### src/rtl/guess_pkg.sv
// Shared types and sizes for the guess_checker round controller.
package guess_pkg;
    localparam int TILE_COUNT = 8;
    localparam int IDX_W      = 3;
    localparam int MISS_W     = 4;

    typedef enum logic [2:0] {
        IDLE  = 3'd0,
        SHOW  = 3'd1,
        GUESS = 3'd2,
        WIN   = 3'd3,
        LOSE  = 3'd4
    } state_t;
endpackage

### src/rtl/tile_judge.sv
// Classifies one guess against the captured board and the tiles already revealed.
module tile_judge
    import guess_pkg::*;
(
    input  logic [TILE_COUNT-1:0] board_q,
    input  logic [TILE_COUNT-1:0] revealed,
    input  logic [IDX_W-1:0]      guess_idx,
    output logic                  hit,
    output logic                  repeat_hit,
    output logic                  miss,
    output logic [TILE_COUNT-1:0] next_revealed
);
    logic lit;
    logic seen;

    always_comb begin
        lit           = board_q[guess_idx];
        seen          = revealed[guess_idx];
        hit           = lit & ~seen;
        repeat_hit    = lit & seen;
        miss          = ~lit;
        next_revealed = revealed | (hit ? (TILE_COUNT'(1) << guess_idx) : '0);
    end
endmodule

### config.mk
export PLATFORM = sky130hd
export DESIGN_NAME = tile_judge
export DESIGN_NICKNAME = d
export VERILOG_FILES = /design/src/rtl/guess_pkg.sv /design/src/rtl/tile_judge.sv
export SDC_FILE = /design/constraint.sdc
export NUM_CORES = 1
export LEC_CHECK = 0
export ABC_CLOCK_PERIOD_IN_PS = 1300
export BUFFER_PORTS_ARGS = -buffer_cell sky130_fd_sc_hd__buf_2
export CORE_AREA = 4 4 41 43
export DETAILED_ROUTE_END_ITERATION = 7
export DIE_AREA = 0 0 45 47
export GPL_ROUTABILITY_DRIVEN = 0
export GPL_TIMING_DRIVEN = 1
export PLACE_DENSITY_LB_ADDON = 0.05
export SLEW_MARGIN = 20
export SYNTH_ARGS = -nofsm -noshare
export SYNTH_HDL_FRONTEND = slang
export SYNTH_SLANG_ARGS = --single-unit
### constraint.sdc
create_clock -name vclk -period 1.3
set_input_delay 0.065 -clock vclk [all_inputs]
set_output_delay 0.065 -clock vclk [all_outputs]
set_load 0.1 [all_outputs]
==> flow_metrics.py, run 1 <==
metrics = {
    "routing": {
        "wl_per_cell_microns": 13.5,
        "drt-total-wl_microns": 1110,
        "drt_iter0_markers": 2,
        "num_vias": 384,
        "via_per_inst": 4.68,
        "drc": 0,
        "route.antenna.remaining_nets": 0,
        "drt-pass1-iter-count": 2,
    },
    "power_and_ir_drop": {
        "vdd_drop_max_mv": 0.286,
        "switchingPower_w": 0.000296,
        "p_leak_nw": 0.359,
        "seq_power_share": 0,
        "clock_power_share": 0,
        "combinationalPowerShare": 1.000,
        "power.density_mw_per_mm2": 715,
        "swShare": 0.582,
        "internal_power_w": 0.000213,
    },
    "sta": {
        "tns_ns": -0.111,
        "tightest_slew_ns": 0.177,
        "rsz0062_at_grt": "true",
        "finalHoldViolations": 0,
        "setup_violations": 3,
        "setup_ws_ns": -0.0551,
        "hold_ws_ns": 0.497,
        "min_period_over_period": 1.04,
        "relSlewSlack": 0.879,
        "fmax_mhz": 738,
        "drv_slew": 0,
        "fin_crit_ns": 1.36,
    },
    "finish": {
        "design_area_sq_um": 712,
        "fin_util": 0.547,
        "regArea_sq_um": 0,
        "seq_cells": 0,
        "syn_to_final_growth_pct": 175,
        "nets": 88,
        "layout-drive-gt1-share": 0.866,
        "instances_no_fill": 82,
        "antenna_cells": 0,
        "final.clkbuf_count": 0,
    },
    "logic_synthesis": {
        "synthTopCellsByArea": "a31o_2, mux4_2, mux2i_1",
        "yosysMostFrequentCell": "a31o_2",
        "netlist_instances": 27,
        "synthesis.area_sq_um": 259,
        "yosysTopAreaCell": "a31o_2",
        "synth_top_area_frac": 0.203,
        "postSynthAreaPerCell_sq_um": 9.59,
        "synth_cell_types": 17,
        "netlist_top_cells_count": "a31o_2, mux2i_1, a41o_1, mux2_2, mux4_2",
        "synth_fp_nets": 46,
        "yosys_warnings": 0,
        "yosysSeqAreaShare": 0,
    },
    "run_status": {
        "status": "finished with violations",
        "violations": "setup timing",
    },
    "floorplan": {
        "core_region_area_sq_mm": 0.00130,
        "initial_core_util": 0.199,
        "die_h_microns": 47,
        "fp-row-count": 13,
        "die-area_sq_mm": 0.00212,
        "die_w_microns": 45,
        "pin_count": 30,
    },
    "critical_path": {
        "cp-startpoint": "guess_idx[0]",
        "startpoint_type": "input port",
        "crit_required_ns": 1.24,
        "crit_end": "hit",
        "critPathKind": "input port to primary output",
        "cp_max_fo": 4,
        "crit_path_end_kind": "primary output",
        "worst_ep_arrival_time_ns": 1.29,
    },
    "placement": {
        "dp_hpwl_microns": 1000,
        "dp.cells": 81,
        "portBuffers": 30,
        "placed_area_sq_um": 671,
    },
    "clocking": {
        "ctsHoldBuffers": 0,
    },
    "global_route": {
        "grtUsageTotal": 0.111,
        "grt_pass1_wl_microns": 1830,
        "gr-total-overflow": 0,
        "grt_max_degree": 11,
        "grt_pass1_vias": 424,
        "antenna_found_initial": 0,
    },
    "min_path": {
        "hold_class": "input port to primary output",
    },
    "flow_run": {
        "maxCapViolations": 0,
    },
}
## worst max-delay path, cell delays in order
cell    delay (ns)
buf_8         0.08
mux4_2        0.48
mux2_4        0.30
nor3_4        0.16
buf_12        0.20
## power by group through the flow
stage / clock network, W / registers [W] / logic (W)
floorplan: 0 / 0 / 0.000307
global placement: 0 / 0 / 0.000483
detailed placement: 0 / 0 / 0.000488
CTS: 0 / 0 / 0.000510
global route: 0 / 0 / 0.000528
finish: 0 / 0 / 0.000509
## cell usage in the layout (no fill, tap or decap), types with 2 or more instances in the layout
cell type	instances
a41o_1	2
buf_4	13
mux4_2	2
a31o_2	6
buf_2	16
buf_12	11
mux2i_1	3
## how the worst min path moves through the flow
stage	depth (start not counted)	end	slack, ns	startpoint
2_1_floorplan	2	hit	0.41	guess_idx[2]
3_3_place_gp	3	next_revealed[6]	0.51	revealed[6]
3_5_place_dp	3	next_revealed[6]	0.51	revealed[6]
4_1_cts	3	next_revealed[6]	0.52	revealed[6]
5_1_grt	3	next_revealed[3]	0.51	revealed[3]
6_report	3	next_revealed[3]	0.50	revealed[3]
## layer usage
layer / vias up / global-route usage / share of wire
li1: 194 / - / -
met1: 178 / 0.132 / 0.34
met2: 12 / 0.229 / 0.59
met3: 0 / 0.00766 / 0.061
met4: 0 / 0 / 0
met5: - / 0 / 0
## kinds of logic after synthesis
logic type | after synthesis | synth area share
compound gates | 10 | 0.353
buf+inv | 3 | 0.0773
mux | 7 | 0.377
simple gates | 7 | 0.193
## cell type report
| cell class | instances | area, sq um |
|---|---|---|
| fill | 126 | 589 |
| inverter | 1 | 3.75 |
| multi-input combinational | 24 | 265 |
| tap | 15 | 18.8 |
| timing repair buffer | 42 | 424 |
## repair_timing
item / CTS / global route
endpoints found under the setup margin: 3 / 3
gates cloned: 0 / 0
buffers inserted: 0 / 1
pin swaps: 1 / 1
gates resized for setup: 8 / 1
## per-stage QoR
step / worst slack [ns] / power (W)
after floorplan: -0.438 / 0.000307
after global placement: -0.196 / 0.000483
after detailed placement: -0.215 / 0.000488
after CTS: -0.124 / 0.000510
after global routing: -0.0940 / 0.000528
final: -0.0551 / 0.000509
Note: power is estimated with default switching activity, not from simulation.
==> inputs of run 2 (changes only) <==
Settings changed: ABC_CLOCK_PERIOD_IN_PS 1300 to 1200.
Clock period 1.3 ns to 1.2 ns, I/O delays scaled along.
==> run 2 against run 1 <==
The flow still finishes with violations (setup timing). First-iteration DRC count grew to 4.0 times the previous value. Core utilization increased by 8.8 points. Global-route usage grew 1.2 points. Die area is the same. Non-clock buffer count up 5.
==> flow_metrics.py, run 2 (synthesis results as in run 1) <==
metrics = {
    "run_status": {
        "status": "finished with violations",
        "violations": "setup timing",
    },
    "finish": {
        "mostFrequentLayoutCell": "buf_2",
        "seq_cells": 0,
        "final.clkbuf_count": 0,
        "antenna_cells": 0,
        "layout-drive-gt1-share": 0.903,
        "regArea_sq_um": 0,
        "design_area_sq_um": 827,
        "layout_common_cells": "buf_2, buf_4, buf_12",
        "syn_to_final_growth_pct": 219,
        "nets": 93,
    },
    "min_path": {
        "hold_class": "input port to primary output",
    },
    "routing": {
        "drt-total-wl_microns": 1190,
        "drt_iter0_markers": 8,
        "wl_per_cell_microns": 13.7,
        "drc": 0,
        "route.antenna.remaining_nets": 0,
        "drt-pass1-iter-count": 4,
        "via_per_inst": 4.80,
        "num_vias": 418,
    },
    "sta": {
        "fmax_mhz": 748,
        "drv_slew": 0,
        "finalHoldViolations": 0,
        "relSlewSlack": 0.867,
        "fin_crit_ns": 1.34,
        "tns_ns": -0.380,
        "setup_ws_ns": -0.137,
        "hold_ws_ns": 0.460,
        "min_period_over_period": 1.11,
        "tightest_slew_ns": 0.195,
        "setup_violations": 3,
        "rsz0062_at_grt": "true",
    },
    "placement": {
        "portBuffers": 30,
        "dp_hpwl_microns": 1050,
        "placed_area_sq_um": 696,
    },
    "floorplan": {
        "die-area_sq_mm": 0.00212,
        "pin_count": 30,
        "die_w_microns": 45,
        "die_h_microns": 47,
        "fp-row-count": 13,
        "core_region_area_sq_mm": 0.00130,
        "initial_core_util": 0.199,
    },
    "global_route": {
        "grt_max_degree": 11,
        "antenna_found_initial": 0,
        "grt_pass1_vias": 472,
        "grtUsageTotal": 0.123,
        "grt_pass1_wl_microns": 2020,
        "gr-total-overflow": 0,
    },
    "critical_path": {
        "crit_required_ns": 1.14,
        "crit_path_end_kind": "primary output",
        "startpoint_type": "input port",
        "critPathKind": "input port to primary output",
        "worst_ep_arrival_time_ns": 1.28,
        "cp_max_fo": 5,
    },
    "power_and_ir_drop": {
        "p_leak_nw": 0.411,
        "power.density_mw_per_mm2": 730,
        "vdd_drop_max_mv": 0.359,
        "p_total_w": 0.000604,
    },
    "clocking": {
        "ctsHoldBuffers": 0,
    },
    "flow_run": {
        "maxCapViolations": 0,
    },
}
[run 2: cell count changes in the layout (fill, tap and decap cells not counted), sizes merged]
cell  previous run  this run
buf             42        47
[run 2: cell type report]
class	count	area [sq um]
Timing Repair Buffer	47	495
Fill cell	122	474
Multi-Input combinational cell	24	309
Tap cell	15	18.8
Inverter	1	3.75
[run 2: power breakdown]
| group | leakage (nW) | total [W] | internal [W] | switching [W] |
|---|---|---|---|---|
| Sequential | 0 | 0 | 0 | 0 |
| Combinational | 0.411 | 0.000604 | 0.000270 | 0.000334 |
| Clock | 0 | 0 | 0 | 0 |
[run 2: metrics by stage]
stage,worst slack [ns],util,instances
2_1_floorplan,-0.528,-,27
3_3_place_gp,-0.284,0.535,84
3_5_place_dp,-0.309,0.535,84
4_1_cts,-0.199,0.600,85
5_1_grt,-0.200,0.636,87
6_report,-0.137,0.636,87
[run 2: critical path, stage by stage]
cell and delay (ns):
buf_8 0.09, mux4_2 0.48, mux2_4 0.30, nor3_4 0.15, buf_12 0.20
[run 2: repair_timing]
action / CTS / global route
setup buffers: 1 / 2
setup endpoints to repair: 3 / 3
resized for setup: 20 / 5
pin swaps: 4 / 6
[run 2: layer usage]
metal / track usage / vias to the layer above / routed length [microns] / part of all wire
li1: - / 206 / - / -
met1: 0.144 / 196 / 443 / 0.37
met2: 0.260 / 16 / 685 / 0.57
met3: 0.00383 / 0 / 63 / 0.053
met4: 0 / 0 / 0 / 0
met5: 0 / - / 0 / 0
[run 2: worst paths after layout]
| path | start | endpoint | slack (ns) | depth (start not counted) |
|---|---|---|---|---|
| max | guess_idx[0] | hit | -0.14 | 5 |
| min | revealed[3] | next_revealed[3] | 0.46 | 3 |
==> inputs of run 3 (changes only) <==
--- a/config.mk
+++ b/config.mk
@@ -18,2 +18,3 @@
 export SYNTH_HDL_FRONTEND = slang
 export SYNTH_SLANG_ARGS = --single-unit
+export TNS_END_PERCENT = 100
==> constraint.sdc (replaced) <==
create_clock -name vclk -period 1.2
set_input_delay 0.36 -clock vclk [all_inputs]
set_output_delay 0.36 -clock vclk [all_outputs]
set_load 0.1 [all_outputs]
==> run 3 against run 2 <==
The flow still finishes with violations (setup timing). Sequential cell count stayed put. Sequential share of layout area is the same. Via count increased by 12%. Routed wire length grew 26%. Global-route usage is 2.9 points higher. Setup slack got worse by 0.64 ns. Worst hold slack gained 0.63 ns. Clock-buffer cell count is the same.
==> flow_metrics.py, run 3 (synthesis results as in run 1) <==
metrics = {
    "run_status": {
        "status": "finished with violations",
        "violations": "setup timing",
    },
    "routing": {
        "via_per_inst": 4.72,
        "drc": 0,
        "drt-total-wl_microns": 1500,
        "drt_iter0_markers": 1,
        "wl_per_cell_microns": 15.1,
        "num_vias": 467,
        "drt-pass1-iter-count": 2,
        "route.antenna.remaining_nets": 0,
    },
    "finish": {
        "regArea_sq_um": 0,
        "design_area_sq_mm": 0.00102,
        "layout_common_cells": "buf_4, buf_2, buf_12",
        "syn_to_final_growth_pct": 295,
        "final.clkbuf_count": 0,
        "layout-drive-gt1-share": 0.964,
        "seq_cells": 0,
        "nets": 105,
        "antenna_cells": 0,
        "mostFrequentLayoutCell": "buf_4",
    },
    "sta": {
        "fin_crit_ns": 1.98,
        "tightest_slew_ns": 0.168,
        "finalHoldViolations": 0,
        "fmax_mhz": 506,
        "tns_ns": -5.44,
        "relSlewSlack": 0.884,
        "rsz0062_at_grt": "true",
        "setup_violations": 11,
        "drv_slew": 0,
        "hold_ws_ns": 1.09,
        "setup_ws_ns": -0.776,
        "min_period_over_period": 1.65,
    },
    "power_and_ir_drop": {
        "vdd_drop_max_mv": 0.356,
        "p_leak_nw": 0.492,
        "power.density_mw_per_mm2": 663,
        "p_total_w": 0.000678,
    },
    "global_route": {
        "grt_pass1_vias": 514,
        "grt.busiest_layer": "met2",
        "antenna_found_initial": 0,
        "globalRouteMet3Util": 0.00383,
        "grt_pass1_wl_microns": 2350,
        "grt_use_met1": 0.159,
        "gr-total-overflow": 0,
        "grtUsageTotal": 0.152,
        "use_met2": 0.328,
        "grt_max_degree": 8,
    },
    "critical_path": {
        "cp-startpoint": "guess_idx[0]",
        "critPathKind": "input port to primary output",
        "crit_required_ns": 0.84,
        "crit_path_end_kind": "primary output",
        "worst_ep_arrival_time_ns": 1.62,
        "startpoint_type": "input port",
        "cp_max_fo": 5,
    },
    "floorplan": {
        "core_region_area_sq_mm": 0.00130,
        "die-area_sq_mm": 0.00212,
        "die_w_microns": 45,
        "fp-row-count": 13,
        "pin_count": 30,
        "die_h_microns": 47,
        "initial_core_util": 0.199,
    },
    "clocking": {
        "ctsHoldBuffers": 0,
    },
    "flow_run": {
        "maxCapViolations": 0,
    },
    "placement": {
        "portBuffers": 30,
        "dp_hpwl_microns": 1140,
        "placed_area_sq_um": 827,
    },
    "min_path": {
        "holdCritStartpoint": "revealed[0]",
        "hold_class": "input port to primary output",
    },
}
==> run 3: final cells by class <==
type / count / area, sq um
timing repair buffer: 59 / 636
fill: 90 / 279
inverter: 1 / 6.26
multi-input combinational: 24 / 362
tap: 15 / 18.8
==> run 3: metal layers <==
metal,vias to the layer above,share of wire
li1,231,-
met1,210,0.34
met5,-,0
met4,0,0.026
met3,4,0.074
met2,22,0.56
==> run 3: worst paths after layout <==
check	endpoint	slack, ns	cells past startpoint
worst max-delay path	hit	-0.78	5
worst min-delay path	next_revealed[0]	1.09	3
==> run 3: power breakdown <==
part	internal (W)	switching, W	total [W]
Clock	0	0	0
Combinational	0.000321	0.000357	0.000678
Sequential	0	0	0
Total	0.000321	0.000357	0.000678
==> run 3: what timing repair did <==
action	4_1_cts	5_1_grt
cloned	0	0
endpoints found under the setup margin	11	11
pin swaps	8	6
resized for setup	30	11
buffers inserted	8	6
==> run 3: metrics by stage <==
step / cells / util / setup slack [ns]
after floorplan: 27 / - / -1.13
after global placement: 92 / 0.636 / -0.913
after detailed placement: 92 / 0.636 / -0.961
after CTS: 99 / 0.764 / -0.771
after global routing: 99 / 0.786 / -0.822
final: 99 / 0.786 / -0.776
==> run 3: critical path, stage by stage <==
cell    delay, ns
buf_12       0.08
mux4_2       0.49
mux2_4       0.31
nor3_4       0.16
buf_12       0.20
